$ cat src/rtl/paint_pkg.sv
// Shared types and defaults for the paint pixel writer slice.
// Latency: none (declarations only).
// Backpressure: none (declarations only).
package paint_pkg;

    localparam int H_RES_DEF   = 640;
    localparam int V_RES_DEF   = 480;
    localparam int FB_ADDR_W   = 19;
    localparam int COLOR_W_DEF = 4;
    localparam int X_W         = 10;
    localparam int Y_W         = 9;

    typedef enum logic [2:0] {
        ST_IDLE  = 3'd0,
        ST_LOAD  = 3'd1,
        ST_ADDR  = 3'd2,
        ST_WRITE = 3'd3,
        ST_NEXT  = 3'd4
    } state_t;

    // Point layout at the default colour width; the writer declares the same
    // layout with its own COLOR_W.
    typedef struct packed {
        logic [X_W-1:0]         x;
        logic [Y_W-1:0]         y;
        logic [COLOR_W_DEF-1:0] color;
    } point_t;

endpackage

$ cat src/rtl/paint_point_fifo.sv
// Synchronous point FIFO with registered read data.
// Latency: pushed entry visible on empty the next cycle; rd_data updates on the edge that pops.
// Backpressure: push ignored when full unless a pop happens in the same cycle; pop ignored when empty.
module paint_point_fifo #(
    parameter int WIDTH = 23,
    parameter int DEPTH = 8
) (
    input  logic             clk,
    input  logic             reset,
    input  logic             push,
    input  logic             pop,
    input  logic [WIDTH-1:0] wr_data,
    output logic [WIDTH-1:0] rd_data,
    output logic             full,
    output logic             empty
);

    localparam int AW = $clog2(DEPTH);
    localparam int CW = AW + 1;
    localparam logic [AW:0] DEPTH_CNT = CW'(DEPTH);

    logic [WIDTH-1:0] mem [DEPTH];
    logic [AW-1:0]    wr_ptr;
    logic [AW-1:0]    rd_ptr;
    logic [AW:0]      count;
    logic             do_push;
    logic             do_pop;

    assign full    = (count == DEPTH_CNT);
    assign empty   = (count == '0);
    assign do_pop  = pop && !empty;
    // A pop in the same cycle frees the slot the push lands in, even when full.
    assign do_push = push && (!full || do_pop);

    // Storage array; no reset needed, occupancy is tracked by count.
    always_ff @(posedge clk) begin
        if (do_push) begin
            mem[wr_ptr] <= wr_data;
        end
    end

    // Pointers, occupancy and the registered read port.
    always_ff @(posedge clk) begin
        if (reset) begin
            wr_ptr  <= '0;
            rd_ptr  <= '0;
            count   <= '0;
            rd_data <= '0;
        end else begin
            if (do_push) begin
                wr_ptr <= wr_ptr + 1'b1;
            end
            if (do_pop) begin
                rd_ptr  <= rd_ptr + 1'b1;
                rd_data <= mem[rd_ptr];
            end
            case ({do_push, do_pop})
                2'b10:   count <= count + 1'b1;
                2'b01:   count <= count - 1'b1;
                default: ;
            endcase
        end
    end

endmodule

$ cat src/rtl/paint_pixel_writer.sv
// Buffers line-drawer points and turns them into framebuffer writes at y*H_RES + x.
// Latency: point pushed at edge t gives wr_req=1 from t+4; at least 6 cycles per single-pixel point.
// Backpressure: wr_req/wr_addr/wr_data hold until wr_ack; a push into a full FIFO is dropped and sets sticky overflow.
// Build option: PAINT_BRUSH_3X3_EN expands every point into a clipped 3x3 square.
module paint_pixel_writer
    import paint_pkg::*;
#(
    parameter int FIFO_DEPTH = 8,
    parameter int H_RES      = H_RES_DEF,
    parameter int V_RES      = V_RES_DEF,
    parameter int COLOR_W    = COLOR_W_DEF
) (
    input  logic                 clk,
    input  logic                 reset,
    input  logic                 pix_valid,
    input  logic [X_W-1:0]       pix_x,
    input  logic [Y_W-1:0]       pix_y,
    input  logic [COLOR_W-1:0]   pen_color,
    output logic                 wr_req,
    output logic [FB_ADDR_W-1:0] wr_addr,
    output logic [COLOR_W-1:0]   wr_data,
    input  logic                 wr_ack,
    output logic                 busy,
    output logic                 overflow
);

    typedef struct packed {
        logic [X_W-1:0]     x;
        logic [Y_W-1:0]     y;
        logic [COLOR_W-1:0] color;
    } pt_t;

    localparam int XL_W = X_W + 1;
    localparam int YL_W = Y_W + 1;
    // Coordinates below are biased by +1 so a -1 offset never goes negative.
    localparam logic [X_W:0]           X_LIM = XL_W'(H_RES);
    localparam logic [Y_W:0]           Y_LIM = YL_W'(V_RES);
    localparam logic [FB_ADDR_W-1:0]   PITCH = FB_ADDR_W'(H_RES);

    state_t         state_q;
    state_t         state_d;
    pt_t            push_pt;
    pt_t            cur_pt;
    logic           fifo_pop;
    logic           fifo_full;
    logic           fifo_empty;
    logic [1:0]     dx_idx;
    logic [1:0]     dy_idx;
    logic           last_offset;
    logic [X_W:0]   sx;
    logic [Y_W:0]   sy;
    logic           on_screen;
    logic [X_W-1:0] tgt_x;
    logic [Y_W-1:0] tgt_y;

    assign push_pt = '{x: pix_x, y: pix_y, color: pen_color};

    // The FIFO's registered read data doubles as the working point register.
    paint_point_fifo #(
        .WIDTH ($bits(pt_t)),
        .DEPTH (FIFO_DEPTH)
    ) u_fifo (
        .clk     (clk),
        .reset   (reset),
        .push    (pix_valid),
        .pop     (fifo_pop),
        .wr_data (push_pt),
        .rd_data (cur_pt),
        .full    (fifo_full),
        .empty   (fifo_empty)
    );

`ifdef PAINT_BRUSH_3X3_EN
    // Walk offsets dy outer, dx inner, starting top-left for each popped point.
    always_ff @(posedge clk) begin
        if (reset) begin
            dx_idx <= 2'd0;
            dy_idx <= 2'd0;
        end else if (fifo_pop) begin
            dx_idx <= 2'd0;
            dy_idx <= 2'd0;
        end else if (state_q == ST_NEXT && !last_offset) begin
            if (dx_idx == 2'd2) begin
                dx_idx <= 2'd0;
                dy_idx <= dy_idx + 2'd1;
            end else begin
                dx_idx <= dx_idx + 2'd1;
            end
        end
    end

    assign last_offset = (dx_idx == 2'd2) && (dy_idx == 2'd2);
`else
    assign dx_idx      = 2'd1;
    assign dy_idx      = 2'd1;
    assign last_offset = 1'b1;
`endif

    // Offset index 1 means zero offset, so sx/sy hold target+1.
    assign sx        = {1'b0, cur_pt.x} + {{(X_W-1){1'b0}}, dx_idx};
    assign sy        = {1'b0, cur_pt.y} + {{(Y_W-1){1'b0}}, dy_idx};
    assign on_screen = (sx != '0) && (sx <= X_LIM) && (sy != '0) && (sy <= Y_LIM);

    assign busy = !fifo_empty || (state_q != ST_IDLE);

    // FSM state register.
    always_ff @(posedge clk) begin
        if (reset) begin
            state_q <= ST_IDLE;
        end else begin
            state_q <= state_d;
        end
    end

    // Next-state and FIFO pop decode.
    always_comb begin
        state_d  = state_q;
        fifo_pop = 1'b0;
        case (state_q)
            ST_IDLE: begin
                if (!fifo_empty) begin
                    fifo_pop = 1'b1;
                    state_d  = ST_LOAD;
                end
            end
            ST_LOAD:  state_d = on_screen ? ST_ADDR : ST_NEXT;
            ST_ADDR:  state_d = ST_WRITE;
            ST_WRITE: begin
                if (wr_req && wr_ack) begin
                    state_d = ST_NEXT;
                end
            end
            ST_NEXT:  state_d = last_offset ? ST_IDLE : ST_LOAD;
            default:  state_d = ST_IDLE;
        endcase
    end

    // Target capture, address generation and the write request handshake.
    always_ff @(posedge clk) begin
        if (reset) begin
            wr_req  <= 1'b0;
            wr_addr <= '0;
            wr_data <= '0;
            tgt_x   <= '0;
            tgt_y   <= '0;
        end else begin
            case (state_q)
                ST_LOAD: begin
                    tgt_x <= X_W'(sx) - X_W'(1);
                    tgt_y <= Y_W'(sy) - Y_W'(1);
                end
                ST_ADDR: begin
                    wr_addr <= FB_ADDR_W'(tgt_y) * PITCH + FB_ADDR_W'(tgt_x);
                    wr_data <= cur_pt.color;
                end
                ST_WRITE: begin
                    if (!wr_req) begin
                        wr_req <= 1'b1;
                    end else if (wr_ack) begin
                        wr_req <= 1'b0;
                    end
                end
                default: ;
            endcase
        end
    end

    // Sticky flag for a point lost to a full FIFO.
    always_ff @(posedge clk) begin
        if (reset) begin
            overflow <= 1'b0;
        end else if (pix_valid && fifo_full && !fifo_pop) begin
            overflow <= 1'b1;
        end
    end

endmodule

$ cat config.mk
export PLATFORM = sky130hd
export DESIGN_NAME = paint_pixel_writer
export DESIGN_NICKNAME = d
export VERILOG_FILES = /design/src/rtl/paint_pkg.sv /design/src/rtl/paint_point_fifo.sv /design/src/rtl/paint_pixel_writer.sv
export SDC_FILE = /design/constraint.sdc
export NUM_CORES = 1
export LEC_CHECK = 0
export CORE_UTILIZATION = 33
export DETAILED_ROUTE_END_ITERATION = 12
export PLACE_DENSITY = 0.53
export SYNTH_ARGS = -nofsm -noshare
export SYNTH_HDL_FRONTEND = slang
export SYNTH_SLANG_ARGS = --single-unit
$ cat constraint.sdc
create_clock -name clk -period 5.4 [get_ports clk]
set_input_delay 0.81 -clock clk [delete_from_list [all_inputs] [get_ports clk]]
set_output_delay 0.81 -clock clk [all_outputs]
set_load 0.01 [all_outputs]
=== Yosys cells after proc, flatten, opt, wreduce, memory -nomap -nowiden ===
Memory sizes are Yosys's and may differ from the RTL's. A register that Yosys moved wholly into a read port is not among the register bits.
Cells that the tools add are included.

* Add/subtract/negate cells: 9
* Equal/unequal tests: 8
* Muxes and demuxes: 11
* Order comparisons: 2
* Multipliers: 1
* Reduce and logical (&&, ||, !) cells: 20

{| class="wikitable"
|+ Operators with widths
! operator !! count
|-
| 19-bit by 10-bit adder with 19-bit output || 1
|-
| 9-bit by 3-bit multiplier with 12-bit output, second input constant || 1
|-
| 3-bit one-hot mux with 4 select lines || 1
|-
| 10-bit by 1-bit adder with 11-bit output, second input constant || 1
|-
| 11-bit by 10-bit <= comparator with 1-bit output, second input constant || 1
|-
| 11-bit nonzero test || 1
|-
| 9-bit by 1-bit adder with 10-bit output, second input constant || 1
|-
| 10-bit by 9-bit <= comparator with 1-bit output, second input constant || 1
|-
| 10-bit nonzero test || 1
|-
| 10-bit by 1-bit subtractor with 10-bit output, second input constant || 1
|-
| 3-bit two-way mux || 3
|-
| 9-bit by 1-bit subtractor with 9-bit output, second input constant || 1
|-
| 1-bit logical AND || 8
|-
| 4-bit one-hot mux with 2 select lines || 1
|-
| 3-bit by 1-bit adder with 3-bit output, second input constant || 2
|-
| 3-bit by 2-bit equality test with 1-bit output, second input constant || 2
|-
| 1-bit two-way mux || 6
|-
| 4-bit by 1-bit adder with 4-bit output, second input constant || 1
|-
| 4-bit equality test, second input constant || 1
|-
| 4-bit logical NOT || 1
|-
| 2-bit != test, second input constant || 2
|-
| 4-bit by 1-bit subtractor with 4-bit output, second input constant || 1
|-
| 3-bit by 1-bit equality test with 1-bit output, second input constant || 1
|-
| 1-bit logical NOT || 3
|-
| other kinds (7) || 8
|}

* Bits in registers: 57
* Output and inout port bits: 26
* Word-level logic and storage cells: 62
* Bits of input ports: 27
* RAM bits: 184
* Memories kept: 1

{| class="wikitable"
|+ Memories
! name !! depth !! bits a word !! read ports !! clocked after memory_dff !! wr ports !! RTL line !! RTL
|-
| u_fifo.mem || 8 || 23 || 1 || 1 || 1 || paint_point_fifo.sv:22 || <nowiki>logic [WIDTH-1:0] mem [DEPTH];</nowiki>
|}

=== Longest topological paths before layout ===
* Depth after elaboration: 8
* Depth in mapped cells: 11
* Gate-level depth less buffers: 11

=== Hierarchy ===
Synthesis repeated with hierarchy kept, for this count alone.

* Cell total of the unflattened synthesis: 831
* Area total of the unflattened synthesis: 11504.8 um^2

{| class="wikitable"
|+ By module, submodules not included
! module !! area an instance (um^2) !! seq. area each (um^2) !! cells each !! instances
|-
| paint_point_fifo || 8237.9 || 6185.9 || 426 || 1
|-
| paint_pixel_writer || 3266.9 || 940.9 || 405 || 1
|}

=== Least setup slack after synthesis ===
No wires, ideal clock.

* Path kind: reg2reg
* From: reg state_q[2]
* To: mem u_fifo.mem[2][0], enable pin
* Stages on the path, launching flop included: 6
* Data required time: 4.963 ns
* Arrival time: 2.909 ns
* Path slack: 2.054 ns
* Period minus slack after synthesis: 3.346 ns
* Cell sequence: dfxtp_1 -> or3_1 -> nand3_1 -> and2_1 -> nand2b_1 -> nor3b_1

* Word-level cells in the longest chain between the ends: 7

{| class="wikitable"
|+ Ends and longest elaborated chain
! element !! RTL line !! RTL
|-
| start: declaration || paint_pixel_writer.sv:40 || <nowiki>state_t state_q;</nowiki>
|-
| start signal: assignment || paint_pixel_writer.sv:111 || <nowiki>state_q <= state_d;</nowiki>
|-
| 3-bit logical NOT || paint_pixel_writer.sv:119 || <nowiki>case (state_q)</nowiki>
|-
| 1-bit two-way mux || paint_pixel_writer.sv:119 ||
|-
| 1-bit logical AND || paint_point_fifo.sv:31 || <nowiki>assign do_pop = pop && !empty;</nowiki>
|-
| 1-bit logical OR || paint_point_fifo.sv:33 || <nowiki>assign do_push = push && (!full || do_pop);</nowiki>
|-
| 1-bit logical AND || paint_point_fifo.sv:33 ||
|-
| 1-bit two-way mux || paint_point_fifo.sv:37 || <nowiki>if (do_push) begin</nowiki>
|-
| 1-bit two-way mux (implied by the code) || paint_point_fifo.sv:38 || <nowiki>mem[wr_ptr] <= wr_data;</nowiki>
|-
| end: declaration || paint_point_fifo.sv:22 ||
|}

No other way between the ends.

=== Final worst setup path ===
* From: reg u_fifo.count[0]
* To: out busy

* Word-level cells in the longest chain between the ends: 3

{| class="wikitable"
|+ Ends and longest elaborated chain
! element !! RTL line !! RTL
|-
| start: declaration || paint_point_fifo.sv:25 || <nowiki>logic [AW:0] count;</nowiki>
|-
| start signal: assignment || paint_point_fifo.sv:58 || <nowiki>2'b10: count <= count + 1'b1;</nowiki>
|-
| start signal: assignment || paint_point_fifo.sv:59 || <nowiki>2'b01: count <= count - 1'b1;</nowiki>
|-
| 4-bit logical NOT || paint_point_fifo.sv:30 || <nowiki>assign empty = (count == '0);</nowiki>
|-
| 1-bit logical NOT || paint_pixel_writer.sv:104 || <nowiki>assign busy = !fifo_empty || (state_q != ST_IDLE);</nowiki>
|-
| 1-bit logical OR || paint_pixel_writer.sv:104 ||
|-
| end: declaration || paint_pixel_writer.sv:23 || <nowiki>output logic busy,</nowiki>
|}

No other way between the ends.

==> summary.md <==
| Metric | Value |
|---|---|
| Dpl cells | `1267` |
| Resize count post-CTS | `0` |
| Synth Area in XOR/XNOR | `3.41%` |
| GRT overflow | `0` |
| Max Root-Sink Buffers | `3` |
| Peak VDD IR | `~0.32 mV` |
| Fin Clk Skew | `approximately 19 ps` |
| Total negative slack | `0 ps` |
| Max-cap violations | `0` |
| Share of cells above drive strength 1 | `15.0%` |
| Final non-filler cell total | `1321` |
| Largest family of logic cells by synthesized area | `multiplexers` |
| Postcts setup bufs | `0` |
| Clock sink count | `264` |
| Initial antenna violation count | `1` |
| Final hold slack | `454 ps` |
| CTS buffer count | `29` |
| Die width | `187 µm` |
| Initial Utilization | `33.6%` |
| Slew HR | `33.3%` |
| Most common cell after layout, fill and taps aside | `edfxtp_1` |
| CP startpoint kind | `register` |
| Clock period minus worst slack | `3110 ps` |
| Ys Warns | `0` |
| Setup violators final | `0` |
| Wirelength per Cell | `16.7 µm` |
| Site Rows | `67` |
| Final Cell Area | `13300 µm²` |
| Area growth from synthesis to layout | `17.3%` |
| Hold Path Class | `register to register` |
| Slowest cell on crit path | `nor4_1` |
| Sequential element share of the synthesized area | `63.1%` |
| Syn avg cell area | `14.1 µm²` |
| Crit share post-route | `57.6%` |
| Crit path buffers/inverters | `1` |
| Pwr Total | `approximately 6.5 mW` |
| Compound-Gate Fraction of Synth Area | `7.10%` |
| Placed inst area | `12200 µm²` |
| Pins Over Slew Limit | `0` |
| CP top delay family | `simple AND/OR/NAND/NOR gates` |
| Post-synthesis mux area share | `11.5%` |
| All-layer global routing usage | `12.9%` |
| Maximum fanout along the worst path | `5` |
| Max Clk Rate | `~320 MHz` |
| CP Data Required Time | `4590 ps` |
| Final hold violation count | `0` |
| Critical path cell sequence | `nor4_1 -> nand2b_1 -> clkdlybuf4s50_1` |
| N_diodes | `0` |
| Number of vias in the routed layout | `6347` |
| Status | `finished clean` |
| Fin util | `between 30% and 40%` |
| CTS Root Cell | `clkbuf_16` |
| Vias in the first global route | `6267` |
| # H-tree levels | `1` |
| Core area | `33600 µm²` |
| Dpl hpwl | `13300 µm` |
| Largest net degree at the start of global routing | `65` |
| Dpl ws | `2270 ps` |
| Largest stage delay, worst path | `between 700 and 800 ps` |
| Post-route DRC | `0` |
| Worst-Skew Late Latency | `560 ps` |
| Routed Antenna Nets | `0` |
| #FFs+latches synth | `around 260` |
| Most used DFF post-synth | `edfxtp_1` |
| Synthesized instance count | `802` |
| Power Dens Cells | `487 nW/µm²` |
| RSZ-0062 raised after global routing | `no` |
| Worst-path clk slew | `approximately 60 ps` |
| Leak | `4.31 nW` |
| Post-synth net total | `857` |
| Die Y | `187 µm` |
| 1st-iter DRT viols | `304` |
| Routed Wire Length | `22100 µm` |
| First-pass GRT wire length | `around 36000 µm` |
| Worst setup margin | `about 2300 ps` |
| CTS tree | `done` |
| Post-synthesis simple-gate area fraction | `between 8 and 9%` |
| DR pass1 iterations | `4` |
| Final RePlAce weighted congestion | `0.728` |
| Flop2flop setup slack | `2450 ps` |
| Via density | `4.80` |
| Die footprint | `35000 µm²` |
| Port bufs | `52` |
| Arr. time, crit path | `2300 ps` |
| Synth Area in Adders | `3.39%` |
| WS Path Type | `register to output pin` |
| Post-synth cell types | `62` |
| Mapped cell area | `11300 µm²` |
| Crit path capture type | `output pin` |
| Final nets | `905` |
| I/O pins | `53` |
| Most frequent cells in the layout | `184 x edfxtp_1, 78 x dfxtp_1, 71 x nand2_1` |
| CTS Hold Bufs | `0` |
| Slew @ Worst Pin | `approximately 1000 ps` |
| Ys async rst share | `0%` |
| Post-synth EDFFs | `184` |
final timing paths:
check | cells after the start | start | end
worst max register to register | 10 | u_fifo.count[0]$_SDFFE_PP0P_ | u_fifo.count[3]$_SDFFE_PP0P_
worst max-delay path | 3 | u_fifo.count[0]$_SDFFE_PP0P_ | busy
worst min register to register | 2 | wr_addr[10]$_SDFFE_PP0P_ | wr_addr[10]$_SDFFE_PP0P_
worst min-delay path | 2 | wr_addr[10]$_SDFFE_PP0P_ | wr_addr[10]$_SDFFE_PP0P_
state kept, by name (all words and copies together) (netlist names):
signal and count:
u_fifo.rd_ptr 3, wr_req 1, u_fifo.mem 184, state_q 3, u_fifo.count 4, u_fifo.wr_ptr 3
wr_data 4, tgt_y 9, tgt_x 10, overflow 1, u_fifo.rd_data 23, wr_addr 19
Yosys cell counts, types with 2 or more instances:
cell / number / share of area, %
edfxtp_1: 184 / 49
dfxtp_1: 80 / 14
nand2_1: 71 / 2.4
nor2_1: 68 / 2.3
mux4_2: 46 / 9.2
a21oi_1: 41 / 1.8
a211oi_1: 39 / 2.6
xnor2_1: 29 / 2.2
mux2i_1: 26 / 2.3
ha_1: 25 / 2.8
clkbuf_1: 23 / 0.76
nor3_1: 16 / 0.71
xor2_1: 15 / 1.2
inv_1: 12 / 0.40
nand3_1: 12 / 0.53
o21ai_0: 11 / 0.49
buf_2: 9 / 0.40
a21o_1: 7 / 0.47
and3_1: 5 / 0.28
buf_6: 5 / 0.50
nand2b_1: 5 / 0.28
nor3b_1: 5 / 0.33
a31oi_1: 4 / 0.22
and3_2: 4 / 0.27
buf_1: 4 / 0.13
a221oi_1: 3 / 0.23
and2_1: 3 / 0.17
buf_4: 3 / 0.20
clkbuf_8: 3 / 0.37
fa_1: 3 / 0.53
or3_1: 3 / 0.17
and4_1: 2 / 0.16
nand3b_1: 2 / 0.13
nor2b_1: 2 / 0.11
nor3_2: 2 / 0.18
nor4_1: 2 / 0.11
o21a_1: 2 / 0.13
o21ai_1: 2 / 0.089
layer usage:
layer	part of all wire, %	up-vias	routed length (µm)	track usage, %
met5	0	-	0	0
li1	-	3129	-	-
met1	47	3081	10400	17.9
met3	4.3	27	949	2.66
met4	1.7	0	381	2.93
met2	47	110	10300	20.7
kinds of logic (layout without fill, tap and decap cells):
kind of cell / Yosys count / count (layout)
adders and majority gates: 29 / 29
AOI/OAI and AO/OA: 122 / 122
xor gates and xnor gates: 44 / 44
and+or+nand+nor: 210 / 210
buffers and inverters: 61 / 132
muxes: 72 / 72
DFF: 264 / 264
power by group:
part / total (mW) / internal (mW) / leakage [nW] / switching (mW)
clock network: 2.05 / 1.26 / 0.489 / 0.794
logic: 1.66 / 0.795 / 1.49 / 0.868
registers: 2.74 / 2.41 / 2.33 / 0.336
worst min-delay path, stage by stage (launching register included):
cell     delay (ps)
dfxtp_1         310
nand2_1          50
a21oi_1          50
layout make-up:
class | instances | area, µm²
clock buffers | 37 | 776
clock inverters | 17 | 226
fillers | 3152 | 20400
inverters | 12 | 45.0
multi-input cells | 477 | 3890
flip-flops and latches | 264 | 7130
well taps | 448 | 561
repair buffers | 66 | 621
Note: power is estimated with default switching activity, not from simulation.
